<file path="config.mk">
export PLATFORM = sky130hd
export DESIGN_NAME = psg_bus_sequencer
export DESIGN_NICKNAME = d
export VERILOG_FILES = /design/src/rtl/psg_bus_sequencer.sv
export SDC_FILE = /design/constraint.sdc
export NUM_CORES = 1
export LEC_CHECK = 0
export CELL_PAD_IN_SITES_DETAIL_PLACEMENT = 1
export CELL_PAD_IN_SITES_GLOBAL_PLACEMENT = 1
export CORE_MARGIN = 2
export CORE_UTILIZATION = 40
export DETAILED_ROUTE_END_ITERATION = 12
export GPL_TIMING_DRIVEN = 0
export PLACE_DENSITY_LB_ADDON = 0.1
export SETUP_SLACK_MARGIN = 0.5
export SYNTH_ARGS = -nofsm -noshare
export SYNTH_HDL_FRONTEND = slang
export SYNTH_SLANG_ARGS = --single-unit
export TNS_END_PERCENT = 20
</file>
<file path="constraint.sdc">
create_clock -name CLKSYS -period 4 [get_ports CLKSYS]
set_input_delay 0.8 -clock CLKSYS [delete_from_list [all_inputs] [get_ports CLKSYS]]
set_output_delay 0.8 -clock CLKSYS [all_outputs]
set_load 0.01 [all_outputs]
</file>
<file path="src/rtl/psg_bus_sequencer.sv">
// Queues CPU PSG register accesses and replays them as YM2149 BDIR/BC1 bus cycles
// aligned to PSG_CEN, after an optional mute init sequence.
//   state   | meaning
//   IDLE    | waiting for an init-ROM op or a FIFO entry
//   SETUP   | data driven, BDIR/BC1=00, waiting for PSG_CEN
//   ACTIVE  | BDIR/BC1=op, held for HOLD_CEN PSG_CEN pulses
//   RECOVER | BDIR/BC1=00 until the next PSG_CEN pulse
module psg_bus_sequencer #(
  parameter int FIFO_DEPTH = 4,
  parameter int HOLD_CEN   = 2,
  parameter bit INIT_EN    = 1'b1
) (
  input  logic       CLKSYS,
  input  logic       RESETBn,
  input  logic       PSG_CEN,
  input  logic [7:0] MDATABUS_in,
  input  logic       WR_DATA,
  input  logic       WR_CMD,
  output logic [7:0] cpu_rdata,
  output logic       busy,
  output logic       fifo_full,
  output logic       ovf,
  output logic       init_done,
  output logic       psg_bdir,
  output logic       psg_bc1,
  output logic [7:0] psg_data_o,
  input  logic [7:0] psg_data_i
);

  localparam int AW = (FIFO_DEPTH > 1) ? $clog2(FIFO_DEPTH) : 1;
  localparam int CW = (HOLD_CEN > 1) ? $clog2(HOLD_CEN) : 1;
  localparam logic [CW-1:0] HOLD_LAST = CW'(HOLD_CEN - 1);
  localparam logic [AW:0]   DEPTH_C   = (AW+1)'(FIFO_DEPTH);

  typedef enum logic [1:0] {S_IDLE, S_SETUP, S_ACTIVE, S_RECOVER} state_t;

  state_t        state_q, state_d;
  logic [7:0]    dlat_q, dlat_d;
  logic [9:0]    fifo_mem_q [FIFO_DEPTH];
  logic [AW-1:0] wr_ptr_q, wr_ptr_d, rd_ptr_q, rd_ptr_d;
  logic [AW:0]   count_q, count_d;
  logic [1:0]    op_q, op_d;
  logic [7:0]    data_q, data_d;
  logic [CW-1:0] cen_cnt_q, cen_cnt_d;
  logic [7:0]    rdata_q, rdata_d;
  logic          ovf_q, ovf_d;
  logic [3:0]    init_ptr_q, init_ptr_d;
  logic          init_done_q, init_done_d;
  logic [1:0]    bus_q, bus_d;
  logic [7:0]    pdata_q, pdata_d;

  logic       cmd_valid, full, empty, push, pop;
  logic       init_avail, fifo_avail, init_step, final_pulse;
  logic [9:0] rom_entry, fifo_head;

  assign cmd_valid   = WR_CMD & (MDATABUS_in[1:0] != 2'b00);
  assign full        = (count_q == DEPTH_C);
  assign empty       = (count_q == '0);
  assign push        = cmd_valid & ~full;
  assign init_avail  = ~init_done_q & ~init_ptr_q[3];
  assign fifo_avail  = init_done_q & ~empty;
  assign init_step   = (state_q == S_IDLE) & init_avail;
  assign pop         = (state_q == S_IDLE) & fifo_avail;
  assign final_pulse = (state_q == S_ACTIVE) & PSG_CEN & (cen_cnt_q == HOLD_LAST);
  assign fifo_head   = fifo_mem_q[rd_ptr_q];

  // Mute sequence: enable register 0x07=0x3F, then zero the three amplitude registers.
  always_comb begin
    rom_entry = 10'h000;
    case (init_ptr_q[2:0])
      3'd0: rom_entry = {2'b11, 8'h07};
      3'd1: rom_entry = {2'b10, 8'h3F};
      3'd2: rom_entry = {2'b11, 8'h08};
      3'd3: rom_entry = {2'b10, 8'h00};
      3'd4: rom_entry = {2'b11, 8'h09};
      3'd5: rom_entry = {2'b10, 8'h00};
      3'd6: rom_entry = {2'b11, 8'h0A};
      default: rom_entry = {2'b10, 8'h00};
    endcase
  end

  // State register.
  always_ff @(posedge CLKSYS) begin
    if (!RESETBn) state_q <= S_IDLE;
    else          state_q <= state_d;
  end

  // Next-state logic.
  always_comb begin
    state_d = state_q;
    case (state_q)
      S_IDLE:    if (init_avail | fifo_avail) state_d = S_SETUP;
      S_SETUP:   if (PSG_CEN) state_d = S_ACTIVE;
      S_ACTIVE:  if (final_pulse) state_d = S_RECOVER;
      S_RECOVER: if (PSG_CEN) state_d = S_IDLE;
      default:   state_d = S_IDLE;
    endcase
  end

  // Datapath next values.
  always_comb begin
    dlat_d      = dlat_q;
    wr_ptr_d    = wr_ptr_q;
    rd_ptr_d    = rd_ptr_q;
    count_d     = count_q;
    op_d        = op_q;
    data_d      = data_q;
    cen_cnt_d   = cen_cnt_q;
    rdata_d     = rdata_q;
    ovf_d       = ovf_q;
    init_ptr_d  = init_ptr_q;
    init_done_d = init_done_q;

    if (WR_DATA & ~WR_CMD) dlat_d = MDATABUS_in;
    if (cmd_valid & full)  ovf_d  = 1'b1;
    if (push) wr_ptr_d = wr_ptr_q + AW'(1);
    if (pop)  rd_ptr_d = rd_ptr_q + AW'(1);
    case ({push, pop})
      2'b10:   count_d = count_q + (AW+1)'(1);
      2'b01:   count_d = count_q - (AW+1)'(1);
      default: count_d = count_q;
    endcase

    if (init_step) begin
      op_d       = rom_entry[9:8];
      data_d     = rom_entry[7:0];
      init_ptr_d = init_ptr_q + 4'd1;
    end else if (pop) begin
      op_d   = fifo_head[9:8];
      data_d = fifo_head[7:0];
    end
    if ((state_q == S_IDLE) & ~init_done_q & init_ptr_q[3]) init_done_d = 1'b1;

    if (state_q != S_ACTIVE) cen_cnt_d = '0;
    else if (final_pulse)    cen_cnt_d = '0;
    else if (PSG_CEN)        cen_cnt_d = cen_cnt_q + CW'(1);

    if (final_pulse & (op_q == 2'b01)) rdata_d = psg_data_i;
  end

  // Output logic: pin values for the coming state, registered below.
  always_comb begin
    bus_d   = 2'b00;
    pdata_d = data_d;
    if (state_d == S_ACTIVE) bus_d = op_d;
  end

  always_ff @(posedge CLKSYS) begin
    if (!RESETBn) begin
      dlat_q      <= 8'h00;
      wr_ptr_q    <= '0;
      rd_ptr_q    <= '0;
      count_q     <= '0;
      op_q        <= 2'b00;
      data_q      <= 8'h00;
      cen_cnt_q   <= '0;
      rdata_q     <= 8'hFF;
      ovf_q       <= 1'b0;
      init_ptr_q  <= 4'd0;
      init_done_q <= ~INIT_EN;
      bus_q       <= 2'b00;
      pdata_q     <= 8'h00;
    end else begin
      dlat_q      <= dlat_d;
      wr_ptr_q    <= wr_ptr_d;
      rd_ptr_q    <= rd_ptr_d;
      count_q     <= count_d;
      op_q        <= op_d;
      data_q      <= data_d;
      cen_cnt_q   <= cen_cnt_d;
      rdata_q     <= rdata_d;
      ovf_q       <= ovf_d;
      init_ptr_q  <= init_ptr_d;
      init_done_q <= init_done_d;
      bus_q       <= bus_d;
      pdata_q     <= pdata_d;
    end
  end

  // FIFO storage needs no reset; occupancy and pointers define validity.
  always_ff @(posedge CLKSYS) begin
    if (push) fifo_mem_q[wr_ptr_q] <= {MDATABUS_in[1:0], dlat_q};
  end

  assign cpu_rdata  = rdata_q;
  assign busy       = ~empty | (state_q != S_IDLE) | ~init_done_q;
  assign fifo_full  = full;
  assign ovf        = ovf_q;
  assign init_done  = init_done_q;
  assign psg_bdir   = bus_q[1];
  assign psg_bc1    = bus_q[0];
  assign psg_data_o = pdata_q;

endmodule

</file>
==> metrics.txt, run 1 <==
Critical Path AT=2.12 ns; largest net degree at the start of global routing=17; Worst VDD drop=0.190 mV; Area Growth Syn to Fin=21.9%; layout cells sized above 1=0.105; kind of start point of the critical path=flop; Mapped Area=3520 µm²; status=complete, no violations; first-pass GRT wire length=12700 µm; Max FO, Critical Path=7; M1 WL=3600 µm; Met3 Wirelength=240 µm; pwr dens=453 nW/µm²; # DRC=0; fmax=342 MHz; placed inst area=4070 µm²; crit-path leading delay family=buffers and inverters; Synth async-reset ratio=0; count leader, synth=dfxtp_1; slowest cell on the critical path=clkdlybuf4s50_1; crit path cell chain=or3b_2, clkbuf_1, inv_1, clkdlybuf4s50_1; wire per inst=17.1 µm; area leader, netlist=edfxtp_1; Initial Util=0.408; Gate Count Post-Synth=286; Crit Path Class=flop to output port; postcts setup bufs=0; n_diodes=0; deepest clock path buffer count=2; Crit. End Element=output port; Lkg Pwr=1.49 nW; Main synth FF type=dfxtp_1; final WL=7700 µm; sequential cell area fraction in the yosys report=0.603; Slew @ Worst Pin=0.737 ns; Overflow after GRT=0; R2R Setup Slk=1.37 ns; routability cong.=0.775; fin nets=369; hold wc startpoint=ovf$_SDFFE_PN0P_; hold depth=2; Met2 Wirelength=3770 µm; Register Area=2120 µm²; antenna-violating nets left=0; Tot GR Track Use=0.169; ranking of synthesized cells by area=edfxtp_1 (34%), dfxtp_1 (26%), mux4_2 (6.4%); pre-CTS setup slack=0.889 ns; Die Wd=97.8 µm; Post-CTS Hold Buffers=0; Tmin final=2.93 ns; row count=34; crit share post-route=0.731; total number of vias=2379; Starting DRT DRC Count=55; Setup-failing EPs final=0; final setup TNS=0 ns; syn avg cell area=12.3 µm²; worst reg2reg path depth=11; Port Buf Inserts=41; Syn Nets=317; Worst Skew=0.0188 ns; Final Hold Viols=0; worst r2r dst=count_q[2]$_SDFFE_PN0P_; dpl hpwl=5350 µm; hold crit path type=flop to flop; Vias/cell=5.27; Post-synth EDFFs=40; Chip Height=97.8 µm; Sink Count=86; Root Driver=clkbuf_8; reg2reg start=count_q[2]$_SDFFE_PN0P_; Multi-input gate area=1270 µm²; H-tree depth=3; most instantiated cells after synthesis=dfxtp_1 (46), edfxtp_1 (40), nand3_1 (25); CP Buf/Inv Count=3; DR top layer=met4; 1st-pass router iterations=4; core area=8640 µm²; CTS resizes=0; vias in the first global route=2475; Final Cell Area=4290 µm²; clk_lat worst skew=0.37 ns; Max-slew headroom=0.509; number of antenna violations at the first check in global routing=0; MaxCap Viol Count=0; die area=9570 µm²; top cell type's share of synthesized area=0.341; CTS tree=yes; Final Max Slew Viols=0; Boundary Pins=43; Min-Delay Endpoint=ovf$_SDFFE_PN0P_; Netlist cell types=49; CTS clk-pin slew, worst paths=0.09 ns; RSZ-0062 raised after global routing=false; fill count=917; Required @ worst endpoint=3.20 ns; CP max stage delay=0.56 ns; hold slack=0.479 ns; CTS buffer count=9; PnR worst setup slack=1.08 ns; Seq cells post-synth=86; total power=1.94 mW; yosys warns=0
==> area by class of cell <==
type                            count  share of cell area
Sequential cell                    86               0.494
Multi-Input combinational cell    171               0.297
Buffer                             18              0.0190
Tap cell                          108              0.0315
Clock buffer                        9              0.0289
Clock inverter                      7              0.0239
Inverter                           11             0.00962
Timing Repair Buffer               41              0.0956
==> per-layer routing <==
metal / up-vias / GRT usage
li1: 1163 / -
met1: 1167 / 0.216
met2: 43 / 0.293
met3: 6 / 0.0344
met4: 0 / 0.0513
met5: - / 0
==> tightest hold or removal path: cells and delay by family, from the launching register on <==
family | cells | cell delay (ns)
compound gates | 1 | 0.04
simple gates | 1 | 0.07
flops | 1 | 0.33
==> power by group <==
| group | switching, mW | internal, mW |
|---|---|---|
| sequential | 0.0326 | 0.968 |
| combinational | 0.133 | 0.112 |
| clock | 0.338 | 0.359 |
==> per-stage QoR <==
step	util	std cells
2_1_floorplan	-	286
3_3_place_gp	0.471	435
3_5_place_dp	0.471	435
4_1_cts	0.497	451
5_1_grt	0.497	451
6_report	0.497	451
==> cells by family after synthesis <==
family / share of synthesized area
compound gates: 0.0768
simple gates: 0.146
flops: 0.603
xor+xnor: 0.0124
mux: 0.0896
buf+inv: 0.0348
fa+ha+maj: 0.0377
==> cell usage in the layout (no fill, tap or decap), types with 2 or more instances in the layout <==
master	instances
nor2_1	18
bufinv_16	2
buf_1	2
and3_1	6
edfxtp_1	40
o2bb2ai_1	2
inv_1	10
nand4_1	6
mux4_2	10
o211ai_1	5
xor2_1	4
buf_2	4
clkbuf_8	9
nand2_1	11
clkdlybuf4s50_1	41
nor4_1	2
nand2b_1	3
a21oi_1	10
ha_1	9
inv_6	3
nand3_1	25
clkbuf_1	10
or3_1	5
o21ai_0	13
dfxtp_1	46
mux2i_1	9
nor2b_1	5
nor3_1	4
o2111ai_1	3
==> worst max-delay path by stage <==
stage                                       start                      end  slack [ns]  cells after the start
final                     count_q[2]$_SDFFE_PN0P_                fifo_full        1.08                      4
after global routing      count_q[2]$_SDFFE_PN0P_                fifo_full        0.94                      4
after CTS                 count_q[2]$_SDFFE_PN0P_                fifo_full        1.04                      4
after detailed placement           MDATABUS_in[0]  count_q[2]$_SDFFE_PN0P_        0.89                     10
after global placement             MDATABUS_in[0]  count_q[2]$_SDFFE_PN0P_        0.93                     10
after floorplan           count_q[2]$_SDFFE_PN0P_  count_q[2]$_SDFFE_PN0P_        1.58                     11
==> flip-flops by register name, indices dropped and copies added, names as in the netlist, named ones only <==
name,flops
op_q,2
rd_ptr_q,2
cpu_rdata,8
fifo_mem_q,40
psg_data_o,8
count_q,3
bus_q,2
ovf,1
dlat_q,8
init_ptr_q,4
init_done,1
wr_ptr_q,2
state_q,2
cen_cnt_q,1
(Power assumes the default switching activity.)
==> inputs of run 2 (changes only) <==
clock period = 2.92 ns   (was 4 ns; I/O delays follow)
==> run 2 against run 1 <==
Compared with the run above:
- worst setup slack got worse by 0.54 ns
- critical endpoint is now count_q[2]$_SDFFE_PN0P_
- combinational power rose by 43%
- sequential share of layout area fell by 0.61 points
- final cell count rose by 1.3%
- largest power group unchanged
- critical path type is now flop to flop
==> metrics.txt, run 2 (synthesis results as in run 1) <==
Final Hold Viols=0 (unchanged); crit path cell chain=buf_6, or3b_1, buf_4, nor2_4, ha_2, inv_1, fa_2, xor2_1, or3_1, a21oi_1; Crit Path Class=flop to flop; final setup TNS=0 ns (unchanged); R2R Setup Slk=0.53 ns (-0.84 ns); Starting DRT DRC Count=29 (-47%); CTS clk-pin slew, worst paths=0.10 ns (about the same); CP max stage delay=0.38 ns (-0.18 ns); crit share post-route=0.817; Area Growth Syn to Fin=24.0%; clk_lat worst skew=0.36 ns (about the same); CTS tree=yes; Die Wd=97.8 µm (unchanged); MaxCap Viol Count=0 (unchanged); Overflow after GRT=0 (unchanged); H-tree depth=3 (unchanged); part of the power in registers=0.539 (+0.024); Max FO, Critical Path=10 (+3); Tot GR Track Use=0.172 (+0.00305); Required @ worst endpoint=3.20 ns (about the same); dpl hpwl=5560 µm (+4.0%); PnR worst setup slack=0.534 ns (-0.541 ns); Initial Util=0.408 (unchanged); most common cell after layout, fill and taps aside=dfxtp_1; total number of vias=2417 (+1.6%); hold wc startpoint=ovf$_SDFFE_PN0P_; Final Max Slew Viols=0 (unchanged); largest net degree at the start of global routing=19 (+2); hold depth=2 (unchanged); row count=34 (unchanged); Root Driver=clkbuf_8; wire per inst=17.3 µm (+1.4%); register with the most flip-flops=fifo_mem_q; Chip Height=97.8 µm (unchanged); Max-slew headroom=0.487 (-0.0221); layout cells sized above 1=0.146 (+0.0412); Crit. End Element=flop; fin nets=375 (+1.6%); Core Util, Final=0.506 (+0.00855); number of flip-flops in the largest register=40 (unchanged); Worst Skew=0.0117 ns (-0.00715 ns); Port Buf Inserts=41 (unchanged); worst r2r dst=count_q[2]$_SDFFE_PN0P_; pwr dens=582 nW/µm² (+28%); die area=9570 µm² (unchanged); first-pass GRT wire length=12700 µm (-0.33%); combinational power share=0.139 (+0.013); Tmin final=2.39 ns; deepest clock path buffer count=2 (unchanged); vias in the first global route=2419 (-2.3%); clock share of power=0.322 (-0.037); Boundary Pins=43 (unchanged); Critical Path AT=2.66 ns (+0.54 ns); Setup-failing EPs final=0 (unchanged); Min-Delay Endpoint=ovf$_SDFFE_PN0P_; hold crit path type=flop to flop; 1st-pass router iterations=4 (unchanged); worst reg2reg path depth=10 (-1); number of antenna violations at the first check in global routing=0 (unchanged); final WL=7910 µm (+2.7%); CTS buffer count=9 (unchanged); slowest cell on the critical path=or3b_1; kind of start point of the critical path=flop; n_diodes=0 (unchanged); pre-CTS setup slack=-0.0340 ns (-0.923 ns); # DRC=0 (unchanged); Vias/cell=5.29 (+0.26%); routability cong.=0.784 (+1.1%); switching share of power=0.281 (+0.0220); Slew @ Worst Pin=0.770 ns (+0.0332 ns); Sink Count=86 (unchanged); fmax=419 MHz; P_sw=0.715 mW (+42%); Lkg Pwr=1.53 nW (+3.0%); reg2reg start=state_q[1]$_SDFF_PN0_; status=complete, no violations; Pint=1.83 mW (+27%); core area=8640 µm² (unchanged); antenna-violating nets left=0 (unchanged); commonest non-fill, non-tap cells in the layout=dfxtp_1 (42), edfxtp_1 (40), clkdlybuf4s50_1 (38); RSZ-0062 raised after global routing=true; Worst VDD drop=0.250 mV (+32%)
==> run 2: stage by stage <==
stage | instances | power [mW] | instance area, µm² | hold WS (ns)
floorplan | 286 | 1.59 | 3520 | 0.449
global placement | 435 | 1.73 | 4070 | 0.450
detailed placement | 435 | 1.74 | 4070 | 0.464
CTS | 451 | 2.57 | 4270 | 0.487
global route | 457 | 2.66 | 4370 | 0.524
finish | 457 | 2.54 | 4370 | 0.476
==> run 2: metal layers <==
layer  wire (µm)  share of wire  track usage  up-vias
met5           0              0            0        -
met4         119          0.015       0.0609        0
met3         208          0.026       0.0358        9
met2        3980           0.50        0.292       32
met1        3600           0.46        0.221     1190
li1            -              -            -     1186
==> run 2: cell type report <==
cell class	instances	area, µm²
well taps	108	135
clock inverters	7	73.8
plain buffers	18	93.8
fillers	921	4270
flip-flops and latches	86	2130
multi-input cells	171	1300
clock buffers	9	124
inverters	11	43.8
repair buffers	47	459
==> run 2: power by group through the flow <==
stage / sequential [mW] / clock, mW / combinational, mW
3_3_place_gp: 1.40 / 0 / 0.332
3_5_place_dp: 1.40 / 0 / 0.341
5_1_grt: 1.38 / 0.891 / 0.390
6_report: 1.37 / 0.818 / 0.352
2_1_floorplan: 1.40 / 0 / 0.196
4_1_cts: 1.37 / 0.853 / 0.343
==> run 2: worst max path at each step <==
stage                       startpoint                 endpoint  slack [ns]  depth (start not counted)
2_1_floorplan  count_q[2]$_SDFFE_PN0P_  count_q[2]$_SDFFE_PN0P_        0.54                         11
3_3_place_gp            MDATABUS_in[0]  count_q[2]$_SDFFE_PN0P_        0.05                         10
3_5_place_dp            MDATABUS_in[0]  count_q[2]$_SDFFE_PN0P_       -0.03                         10
4_1_cts          state_q[1]$_SDFF_PN0_  count_q[2]$_SDFFE_PN0P_        0.32                         10
5_1_grt          state_q[1]$_SDFF_PN0_  count_q[2]$_SDFFE_PN0P_        0.43                         10
6_report         state_q[1]$_SDFF_PN0_  count_q[2]$_SDFFE_PN0P_        0.53                         10
==> run 2: worst max-delay path, delay by kind of cell (launching register included) <==
family	cells	cell delay (ns)
adders and majority gates	2	0.53
AOI/OAI and AO/OA	1	0.13
buffers and inverters	3	0.36
DFF	1	0.32
xor gates and xnor gates	1	0.15
and+or+nand+nor	3	0.81
==> run 2: timing repair <==
action | in CTS | in global routing
pin swaps | 0 | 2
hold buffers | 0 | 0
resized for setup | 6 | 20
buffers inserted | 0 | 6
setup endpoints to repair | 3 | 3
